--- config.mk ---
export PLATFORM = sky130hd
export DESIGN_NAME = monitor_verdict_collector
export DESIGN_NICKNAME = d
export VERILOG_FILES = /design/src/rtl/monitor_verdict_collector.sv
export SDC_FILE = /design/constraint.sdc
export NUM_CORES = 1
export LEC_CHECK = 0
export BUFFER_PORTS_ARGS = -buffer_cell sky130_fd_sc_hd__clkbuf_2
export CORE_MARGIN = 5
export CORE_UTILIZATION = 30
export DETAILED_ROUTE_END_ITERATION = 6
export MAX_ROUTING_LAYER = met4
export PLACE_DENSITY = 0.55
export SYNTH_ARGS = -nofsm -noshare
export SYNTH_HDL_FRONTEND = slang
export SYNTH_SLANG_ARGS = --single-unit
--- constraint.sdc ---
create_clock -name clk -period 21.5 [get_ports clk]
set_clock_uncertainty 0.15 [all_clocks]
set_input_delay 1.075 -clock clk [delete_from_list [all_inputs] [get_ports clk]]
set_output_delay 1.075 -clock clk [all_outputs]
set_load 0.01 [all_outputs]
--- src/rtl/monitor_verdict_collector.sv ---
// monitor_verdict_collector
// Samples the per-property verdict flags of a monitor cluster, timestamps every
// verdict event and buffers the events in a small FIFO. The CSR/debug unit drains
// the FIFO over a valid/ready handshake. The block also keeps a sticky
// per-property status vector and an overflow flag.
//
// Optional feature: define VERDICT_EDGE_DETECT_EN to record only rising edges of
// each verdict. When it is defined, a held verdict produces one record. When it is
// left undefined, every run cycle with a non-zero verdict vector produces a record.
//
// DEPTH must be a power of two and at least 2. The pointers rely on natural
// wrap-around at that size.

module monitor_verdict_collector #(
    parameter int NUM_PROPS = 10,
    parameter int TS_W      = 16,
    parameter int DEPTH     = 8
) (
    input  logic                   clk,
    input  logic                   reset,
    input  logic                   run,
    input  logic [NUM_PROPS-1:0]   ltl_in,
    input  logic                   clear_sticky,
    output logic                   rec_valid,
    input  logic                   rec_ready,
    output logic [NUM_PROPS-1:0]   rec_props,
    output logic [TS_W-1:0]        rec_ts,
    output logic [NUM_PROPS-1:0]   sticky,
    output logic                   overflow,
    output logic [$clog2(DEPTH):0] count
);

    localparam int PW = $clog2(DEPTH);
    localparam int CW = PW + 1;

    logic [TS_W-1:0]      ts;
    logic [NUM_PROPS-1:0] ev;
    logic                 is_event;
    logic                 full;
    logic                 pop;
    logic                 push;
    logic                 drop;
    logic [PW-1:0]        wr_ptr;
    logic [PW-1:0]        rd_ptr;
    logic [NUM_PROPS-1:0] props_mem [DEPTH];
    logic [TS_W-1:0]      ts_mem    [DEPTH];

`ifdef VERDICT_EDGE_DETECT_EN
    logic [NUM_PROPS-1:0] prev;

    // Remember the verdicts seen on the last run cycle so that only rising edges count
    always_ff @(posedge clk or posedge reset) begin
        if (reset) begin
            prev <= '0;
        end else if (run) begin
            prev <= ltl_in;
        end
    end

    assign ev = run ? (ltl_in & ~prev) : '0;
`else
    assign ev = run ? ltl_in : '0;
`endif

    assign is_event  = |ev;
    assign rec_valid = (count != '0);
    assign full      = (count == CW'(DEPTH));
    assign pop       = rec_valid && rec_ready;
    // A full FIFO still accepts a push when the head leaves in the same cycle
    assign push      = is_event && (!full || pop);
    assign drop      = is_event && full && !pop;

    assign rec_props = props_mem[rd_ptr];
    assign rec_ts    = ts_mem[rd_ptr];

    // Timestamp advances once per valid symbol and wraps naturally
    always_ff @(posedge clk or posedge reset) begin
        if (reset) begin
            ts <= '0;
        end else if (run) begin
            ts <= ts + TS_W'(1);
        end
    end

    // FIFO storage is reset so the head outputs are never X when the FIFO is empty
    always_ff @(posedge clk or posedge reset) begin
        if (reset) begin
            for (int i = 0; i < DEPTH; i++) begin
                props_mem[i] <= '0;
                ts_mem[i]    <= '0;
            end
        end else if (push) begin
            props_mem[wr_ptr] <= ev;
            ts_mem[wr_ptr]    <= ts;
        end
    end

    // Pointer and occupancy bookkeeping; a simultaneous push and pop leaves count unchanged
    always_ff @(posedge clk or posedge reset) begin
        if (reset) begin
            wr_ptr <= '0;
            rd_ptr <= '0;
            count  <= '0;
        end else begin
            if (push) begin
                wr_ptr <= wr_ptr + PW'(1);
            end
            if (pop) begin
                rd_ptr <= rd_ptr + PW'(1);
            end
            case ({push, pop})
                2'b10:   count <= count + CW'(1);
                2'b01:   count <= count - CW'(1);
                default: count <= count;
            endcase
        end
    end

    // Sticky status and overflow; new bits win over a coincident clear
    always_ff @(posedge clk or posedge reset) begin
        if (reset) begin
            sticky   <= '0;
            overflow <= 1'b0;
        end else begin
            sticky   <= (clear_sticky ? '0   : sticky)   | ev;
            overflow <= (clear_sticky ? 1'b0 : overflow) | drop;
        end
    end

endmodule

Word level (Yosys, flattened, before mapping)
Cells that the tools add are included.
- $add $sub $neg: 5
- multipliers: 0
- divide/modulo/power cells: 0
- magnitude comparators: 3
- equality and inequality tests: 3
- shift-type cells: 0
- muxes and demuxes: 16
- bitwise gates (word level): 4
- reductions and logical operators: 11
- operator list (kind ; number):
    128-bit bitwise mux ; 1
    80-bit bitwise mux ; 1
    10-bit two-way mux ; 5
    16-bit binary-select mux with 3-bit select ; 1
    16-bit demux with 3-bit select ; 1
    16-bit two-way mux ; 3
    10-bit binary-select mux with 3-bit select ; 1
    10-bit demux with 3-bit select ; 1
    16-bit by 1-bit adder with 16-bit output (second input constant) ; 1
    10-bit bitwise OR ; 1
    10-bit OR reduction ; 1
    4-bit greater-or-equal comparator (second input constant) ; 2
    3-bit inverter with 4-bit output ; 2
    4-bit one-hot mux with 2 select lines ; 1
    3-bit by 1-bit adder with 3-bit output (second input constant) ; 2
    1-bit logical AND ; 5
    4-bit by 1-bit adder with 4-bit output (second input constant) ; 1
    4-bit equality test (second input constant) ; 1
    4-bit by 1-bit < comparator with 1-bit output (second input constant) ; 1
    4-bit nonzero test ; 1
    4-bit by 1-bit subtractor with 4-bit output (second input constant) ; 1
    2-bit by 1-bit equality test with 1-bit output (second input constant) ; 1
    2-bit equality test (second input constant) ; 1
    1-bit zero test ; 2
    4 further kinds ; 4
- bits in registers: 245
- latch bits: 0
- memory bits (writable): 0
- ROM bits: 0
- output and inout port bits: 42
- word-level logic and storage cells: 64
- memories kept: 0

Longest topological paths before layout
Gate-level depths: netlist (run 1).
- word-level depth: 6
- gate-level depth with buffers: 11
- gate-level depth less buffers: 10

Worst setup path before layout (run 1)
Ideal clock, no wire load.
- kind: input to register
- start point: in ltl_in[8]
- end point: reg count[2]
- arrival: 2753 ps
- required time: 21218 ps
- setup slack: 18465 ps
- cell stages on the path: 11
- buffers on the path: 1
- cells stage by stage: nor4_1 > nand3_1 > buf_6 > nand3_1 > ha_1 > xor2_1 > ha_1 > a21oi_1 > xor2_1 > nor2_1 > xor2_1
- longest elaborated chain between the ends: 5
- elaborated cells on any way between the ends: 7
- classes of those cells: eq/ne (2); mux (2); reduce/logical (3)
- RTL lines (what ; RTL line ; text):
    from (decl) ; 22 ; input logic [NUM_PROPS-1:0] ltl_in,
    10-bit two-way mux (*) ; 62 ; assign ev = run ? ltl_in : '0;
    10-bit OR reduction (*) ; 65 ; assign is_event = |ev;
    1-bit logical AND (*) ; 70 ; assign push = is_event && (!full || pop);
    2-bit by 1-bit equality test with 1-bit output or 2-bit equality test (tied branches) ; 111 ; case ({push, pop})
    4-bit one-hot mux with 2 select lines or 2-bit nonzero test (tied branches) ; n/a ;
    to (signal assigned) ; 112 ; 2'b10: count <= count + CW'(1);
    to (signal assigned) ; 113 ; 2'b01: count <= count - CW'(1);
    to (signal assigned) ; 114 ; default: count <= count;
    to (decl) ; 30 ; output logic [$clog2(DEPTH):0] count
Mark *: on every way between the ends. The rest lies on a longest branch, timed or not.
A chain may end at the register's enable or synchronous reset.

Worst setup path after layout (run 1)
- start point: reg rd_ptr[0]
- end point: out rec_ts[12]
- longest elaborated chain between the ends: 4
- RTL lines (what ; RTL line ; text):
    from (decl) ; 44 ; logic [PW-1:0] rd_ptr;
    from (signal assigned) ; 109 ; rd_ptr <= rd_ptr + PW'(1);
    3-bit inverter with 4-bit output (implied by the code) ; 74 ; assign rec_ts = ts_mem[rd_ptr];
    16-bit binary-select mux with 3-bit select ; 74 ;
    16-bit two-way mux (implied by the code) (2 in a row) ; 74 ;
    to (decl) ; 27 ; output logic [TS_W-1:0] rec_ts,
Every way passes these cells. The select of a mux whose other input is x is not followed.

==> results of run 1 <==
## kinds of logic after synthesis
group	synth area share, %
buffers and inverters	3.804
AND/OR/NAND/NOR	3.804
flip-flops	53.11
AO/OA/AOI/OAI	0.8561
XOR/XNOR	1.821
adder cells (fa/ha/maj)	0.6502
multiplexers	35.96
## where the power goes
part,switching [W],leakage [nW],total [W],internal [W]
Sequential,0.000115,3.17,0.000708,0.000593
Clock,0.000191,0.478,0.000499,0.000308
Combinational,0.000232,2.35,0.000560,0.000328
## per-stage QoR
stage | cell area (sq um) | util, %
6_report | 13120 | 34.66
5_1_grt | 13120 | 34.66
4_1_cts | 13120 | 34.66
3_5_place_dp | 12150 | 32.09
3_3_place_gp | 12150 | 32.09
2_1_floorplan | 11540 | -
## worst max-delay path, delay by kind of cell, from the launching register on
family	cells	cell delay [ns]
buf+inv	2	0.79
flops	1	0.76
mux	2	0.90
## metal layers
metal / share of wire, % / vias up / GRT usage (%)
met4: 1.8 / 0 / 2.400
met2: 47 / 78 / 18.96
met1: 49 / 3239 / 17.74
li1: - / 2685 / -
met5: 0 / - / -
met3: 2.9 / 34 / 1.773
## flip-flops by register name, indices dropped and copies added (netlist names)
signal	count
props_mem	80
sticky	10
overflow	1
ts	16
wr_ptr	3
rd_ptr	3
ts_mem	128
count	4
## placed cells by master, fill, tap and decap left out, types with 4 or more instances in the layout
| cell type | instances |
|---|---|
| mux2_2 | 157 |
| a21o_1 | 10 |
| clkbuf_16 | 29 |
| ha_1 | 6 |
| clkbuf_1 | 4 |
| clkbuf_2 | 56 |
| nand3_1 | 8 |
| and3_1 | 4 |
| dfrtp_1 | 243 |
| nor4_1 | 5 |
| and2_1 | 10 |
| buf_4 | 12 |
| clkbuf_8 | 8 |
| mux2_4 | 80 |
| xnor2_1 | 13 |
| mux4_2 | 52 |
| xor2_1 | 11 |
| nor2_1 | 5 |
| nand2_1 | 7 |
## worst min path at each step
stage / from / to / slack, ns
floorplan: props_mem[10] / props_mem[10] / 0.32
global placement: sticky[2] / sticky[2] / 0.32
detailed placement: sticky[5] / sticky[5] / 0.32
CTS: sticky[0] / sticky[0] / 0.33
global route: props_mem[53] / props_mem[53] / 0.36
finish: sticky[0] / sticky[0] / 0.33
## area by class of cell
cell class / count / area (sq um)
multi-input combinational: 399 / 4977
timing repair buffer: 68 / 370.4
inverter: 4 / 22.52
sequential: 245 / 6136
tap: 511 / 639.4
clock inverter: 8 / 121.4
fill: 3691 / 24730
clock buffer: 41 / 850.8
==> results.tsv, run 1 <==
metric	value	unit
status	finished, final reports clean	
worst relative slew slack	37.78	%
layout cells sized above 1	54.77	%
cell taking the most area after synthesis	dfrtp_1	
CTS sink cnt	245	
All-Layer GR Usage	12.36	%
Final GP Congestion	0.6883	
CTS resizes	0	
final hold viol count	0	
R2R Path End	count[2]	
reg2reg start	count[0]	
final net count	768	
pwr dens	134.7	mW/mm^2
crit path from	rd_ptr[0]	
Reg2Reg Depth	9	
Slew Limit Fails	0	
pin count of the biggest net entering global routing	127	
Initial Util	30.51	%
Post-Route Setup TNS	0	ns
top cell type's share of synthesized area	53.11	%
grt ovf	0	
slowest stage delay, CP	0.76	ns
Max-Cap Viols	0	
Post-synth EDFFs	0	
crit path capture type	output pin	
Required @ worst endpoint	20.28	ns
Worst Path Arrival	3.02	ns
overall power after layout	0.001766	W
most common cell in the netlist	dfrtp_1	
largest cells by area after synthesis	dfrtp_1 53%, mux2_2 15%, mux2_4 10%, mux4_2 10%, xnor2_1 0.99%	
slowest library cell on the worst path	dfrtp_4	
Syn Area/Cell	16.17	sq um
Post-Synthesis Cells	714	
Die Wd	206.2	um
initial drt markers	302	
number of global-route vias before repair	6584	
wire length of the first global-routing pass	40120	um
Clk Latency, worst-skew pair	0.54	ns
Cells after DPL	1227	
Synth Cell Area	0.01154	sq mm
router iterations before antenna repair	4	
CP endpoint	rec_ts[12]	
# IOs	57	
CTS Buf Count	29	
setup repair bufs after CTS	0	
hold depth	1	
core area	0.03784	sq mm
worst path cell trace	buf_4 > mux4_2 > mux2_2 > clkbuf_2	
CTS root buf	clkbuf_16	
Post-DP HPWL	14160	um
CTS clk-pin slew, worst paths	0.06	ns
Max clock buf depth	3	
WHS	0.3301	ns
crit path max fanout	30	
# rows	71	
via count	6036	
synthesis-stage register bit count	245	
Main synth FF type	dfrtp_1	
asr flop ratio synth	100.0	%
f_max	235.7	MHz
worst min-delay path category	flip-flop to flip-flop	
final period utilization	19.73	%
worst slew pin tran	0.9333	ns
commonest cells in the netlist	245 x dfrtp_1, 157 x mux2_2, 80 x mux2_4	
reg2reg setup slack	18.77	ns
post-route DRC violation count	0	
Tmin final	4.243	ns
PortBufs	56	
Setup WS pre-CTS	17.44	ns
DRT Wirelength	24940	um
Synth cell types	44	
Final setup viols	0	
Lkg Pwr	5.998	nW
Routed Antenna Nets	0	
Net Count, Synth	735	
Via density	4.730	
post-synthesis sequential area ratio	53.11	%
final worst setup slack	17.26	ns
Diodes inserted	0	
crit path kind	flip-flop to output pin	
Layout Cells excl Fill	1276	
initial antenna violation count	0	
H-Tree Depth	1	
Yosys Warn Count	0	
die footprint	0.04251	sq mm
Vert. Die Dim	206.2	um
routed length per placed instance	19.55	um
CTS tree	yes	
Startpoint Class	flip-flop	
Max rail drop VDD	0.06223	mV
area delta synth->final	13.62	%
CTS Hold Bufs	0	
RSZ-0062 raised after global routing	no	
No activity file was read; power rests on OpenSTA's default activity.
==> run 2: changes to the inputs <==
--- a/config.mk
+++ b/config.mk
@@ -5,12 +5,13 @@
 export SDC_FILE = /design/constraint.sdc
 export NUM_CORES = 1
 export LEC_CHECK = 0
+export ABC_AREA = 1
 export BUFFER_PORTS_ARGS = -buffer_cell sky130_fd_sc_hd__clkbuf_2
 export CORE_MARGIN = 5
 export CORE_UTILIZATION = 30
 export DETAILED_ROUTE_END_ITERATION = 6
 export MAX_ROUTING_LAYER = met4
-export PLACE_DENSITY = 0.55
+export PLACE_DENSITY = 0.56
 export SYNTH_ARGS = -nofsm -noshare
 export SYNTH_HDL_FRONTEND = slang
 export SYNTH_SLANG_ARGS = --single-unit
==> constraint.sdc (replaced) <==
create_clock -name clk -period 3.9 [get_ports clk]
set_clock_uncertainty 0.15 [all_clocks]
set_input_delay 0.195 -clock clk [delete_from_list [all_inputs] [get_ports clk]]
set_output_delay 0.195 -clock clk [all_outputs]
set_load 0.01 [all_outputs]
==> run 2 against run 1 <==
Compared with the run above:
- cell count rose by 69%
- sequential cell count did not move
- combinational power rose to 8.4 times the previous value
- largest cell class unchanged
- non-clock buffer count rose by 51
- via count rose by 84%
- cell area rose by 8.9%
- synthesized cell count rose by 120%
- global-route usage rose by 5.1 points
- synthesized area rose by 8.4%
- setup slack got worse by 16 ns
- routed wire length rose by 59%
==> results.tsv, run 2 <==
metric	value	unit	change
Lkg Pwr	7.270	nW	+21%
f_max	326.8	MHz	
R2R Path End	ts_mem[43]		
sequential share of power	36.1	%	-4.0 points
CTS resizes	0		unchanged
Yosys Warn Count	0		unchanged
status	finished, final reports clean		
cell taking the most area after synthesis	dfrtp_1		
number of global-route vias before repair	11160		+70%
pwr dens	801.7	mW/mm^2	+500%
largest cells by area after synthesis	dfrtp_1 49%, nand2_1 17%, nand4_1 10%, o21ai_0 6.7%, nor2_1 5.1%		
Final setup viols	0		unchanged
grt ovf	0		unchanged
Post-synth EDFFs	0		unchanged
initial drt markers	1068		+250%
RSZ-0062 raised after global routing	no		
core area	0.04102	sq mm	+8.4%
Routed Antenna Nets	0		unchanged
hold depth	2		+1
All-Layer GR Usage	17.45	%	+5.1 points
synthesis-stage register bit count	245		unchanged
net switching power	0.005033	W	+840%
area delta synth->final	14.15	%	
most common cell in the netlist	nand2_1		
CTS Buf Count	27		-6.9%
WHS	0.01717	ns	-0.3129 ns
final net count	1626		+110%
Worst Min Path Start	run		
top cell type's share of synthesized area	49.00	%	-4.1 points
Initial Util	30.51	%	about the same
H-Tree Depth	1		unchanged
router iterations before antenna repair	5		+1
Post-Route Setup TNS	0	ns	unchanged
Syn Area/Cell	7.835	sq um	-52%
Sw Share	43.95	%	+14 points
# rows	74		+4.2%
overall power after layout	0.01145	W	+550%
Top reg by flops	ts_mem		
Post-Synthesis Cells	1597		+120%
commonest cells in the netlist	556 x nand2_1, 245 x dfrtp_1, 210 x nand4_1		
Worst Hold Endpoint	ts[0]		
Post-DP HPWL	22900	um	+62%
via count	11130		+84%
reg2reg start	wr_ptr[0]		
biggest registers after layout	ts_mem (128), props_mem (80), ts (16)		
worst min-delay path category	input pin to flip-flop		
Layout Cells excl Fill	2156		+69%
wire length of the first global-routing pass	64180	um	+60%
final period utilization	78.46	%	
power share of the clock group	22.6	%	-5.6 points
worst slew pin tran	1.157	ns	+0.2241 ns
Slew Limit Fails	0		unchanged
layout cells sized above 1	10.53	%	-44 points
final hold viol count	0		unchanged
crit path kind	flip-flop to output pin		
Vert. Die Dim	214.2	um	+3.9%
PortBufs	56		unchanged
Die Wd	214.2	um	+3.9%
Max rail drop VDD	0.4269	mV	+590%
die footprint	0.04589	sq mm	+8.0%
final worst setup slack	0.8399	ns	-16.42 ns
Startpoint Class	flip-flop		
most frequent cells in the layout	556 x nand2_1, 243 x dfrtp_1, 210 x nand4_1, 170 x nor2_1, 168 x o21ai_0		
reg2reg setup slack	1.40	ns	-17.37 ns
Max-Cap Viols	0		unchanged
post-route DRC violation count	0		unchanged
crit path capture type	output pin		
Synth cell types	28		-36%
Max clock buf depth	3		unchanged
Worst Path Arrival	2.72	ns	-0.30 ns
DRT Wirelength	39750	um	+59%
Required @ worst endpoint	3.56	ns	-16.72 ns
max reg flops	128		unchanged
CTS root buf	clkbuf_16		
Reg2Reg Depth	5		-4
Setup WS pre-CTS	1.036	ns	-16.40 ns
Clk Latency, worst-skew pair	0.54	ns	about the same
most common cell after layout, fill and taps aside	nand2_1		
worst relative slew slack	22.84	%	-15 points
initial antenna violation count	0		unchanged
Diodes inserted	0		unchanged
asr flop ratio synth	100.0	%	unchanged
Via density	5.163		+9.2%
crit path max fanout	50		+67%
Net Count, Synth	1618		+120%
CTS clk-pin slew, worst paths	0.06	ns	about the same
CTS sink cnt	245		unchanged
Final GP Congestion	0.8105		+18%
Cells after DPL	2085		+70%
pin count of the biggest net entering global routing	220		+73%
post-synthesis sequential area ratio	49.00	%	-4.1 points
# IOs	57		unchanged
Main synth FF type	dfrtp_1		
routed length per placed instance	18.44	um	-5.7%
Tmin final	3.060	ns	
CTS tree	yes		
combinational power share	41.3	%	+9.6 points
Synth Cell Area	0.01251	sq mm	+8.4%
Internal	0.006418	W	+420%
run 2: cell types whose count changed after synthesis, moves of 52 or more:
cell | before | now
nand2_1 | 7 | 556
mux2_4 | 80 | 0
mux4_2 | 52 | 0
mux2_2 | 157 | 1
nor2_1 | 5 | 170
o21ai_0 | 0 | 168
nand4_1 | 3 | 210
run 2: critical path, cell delays in order (launching register included):
cell,delay (ns)
dfrtp_4,0.71
inv_2,0.25
buf_4,0.40
nor2_1,0.07
o21ai_0,0.29
nand2_1,0.08
nand2_1,0.14
clkbuf_2,0.16
run 2: final cells by class:
cell class | instances | area (sq um)
clock buffer | 43 | 845.8
clock inverter | 5 | 50.05
tap | 532 | 665.6
fill | 4274 | 26730
inverter | 45 | 172.7
sequential | 245 | 6138
multi-input combinational | 1167 | 5525
timing repair buffer | 119 | 885.9
run 2: how the worst max path moves through the flow:
stage,from,slack [ns],endpoint
4_1_cts,rd_ptr[0],0.80,rec_ts[0]
5_1_grt,rd_ptr[0],0.71,rec_ts[0]
6_report,rd_ptr[0],0.84,rec_ts[13]
3_5_place_dp,run,1.04,props_mem[32]
3_3_place_gp,run,1.08,props_mem[62]
2_1_floorplan,reset,0.34,count[0]
run 2: cell families after synthesis:
family / count (synthesis) / share of synthesized area (%)
simple gates: 972 / 35.27
compound gates: 173 / 6.939
mux: 1 / 0.08998
fa+ha+maj: 6 / 0.5999
flops: 245 / 49.00
buf+inv: 185 / 7.059
xor+xnor: 15 / 1.050
run 2: repair_timing:
item / in CTS / in global routing
hold buffers: 23 / 0
buffers inserted: 0 / 0
hold endpoints to repair: 58 / 0
run 2: power groups by stage:
stage	registers, W	logic [W]	clock network [W]
floorplan	0.00369	0.00341	0
global placement	0.00414	0.00470	0
detailed placement	0.00416	0.00474	0
CTS	0.00412	0.00478	0.00264
global route	0.00424	0.00533	0.00274
finish	0.00414	0.00473	0.00259
run 2: stage by stage:
step / utilization (%) / cell area, sq um
global route: 34.82 / 14280
CTS: 34.82 / 14280
floorplan: - / 12520
finish: 34.82 / 14280
global placement: 32.08 / 13160
detailed placement: 32.08 / 13160
run 2: routing by layer:
metal  track usage [%]  vias up  routed length (um)
li1                  -     5319                   -
met3             2.202       56                2285
met1             23.21     5410               17400
met2             28.08      347               18990
met5                 -        -                   0
met4             5.261        0                1078
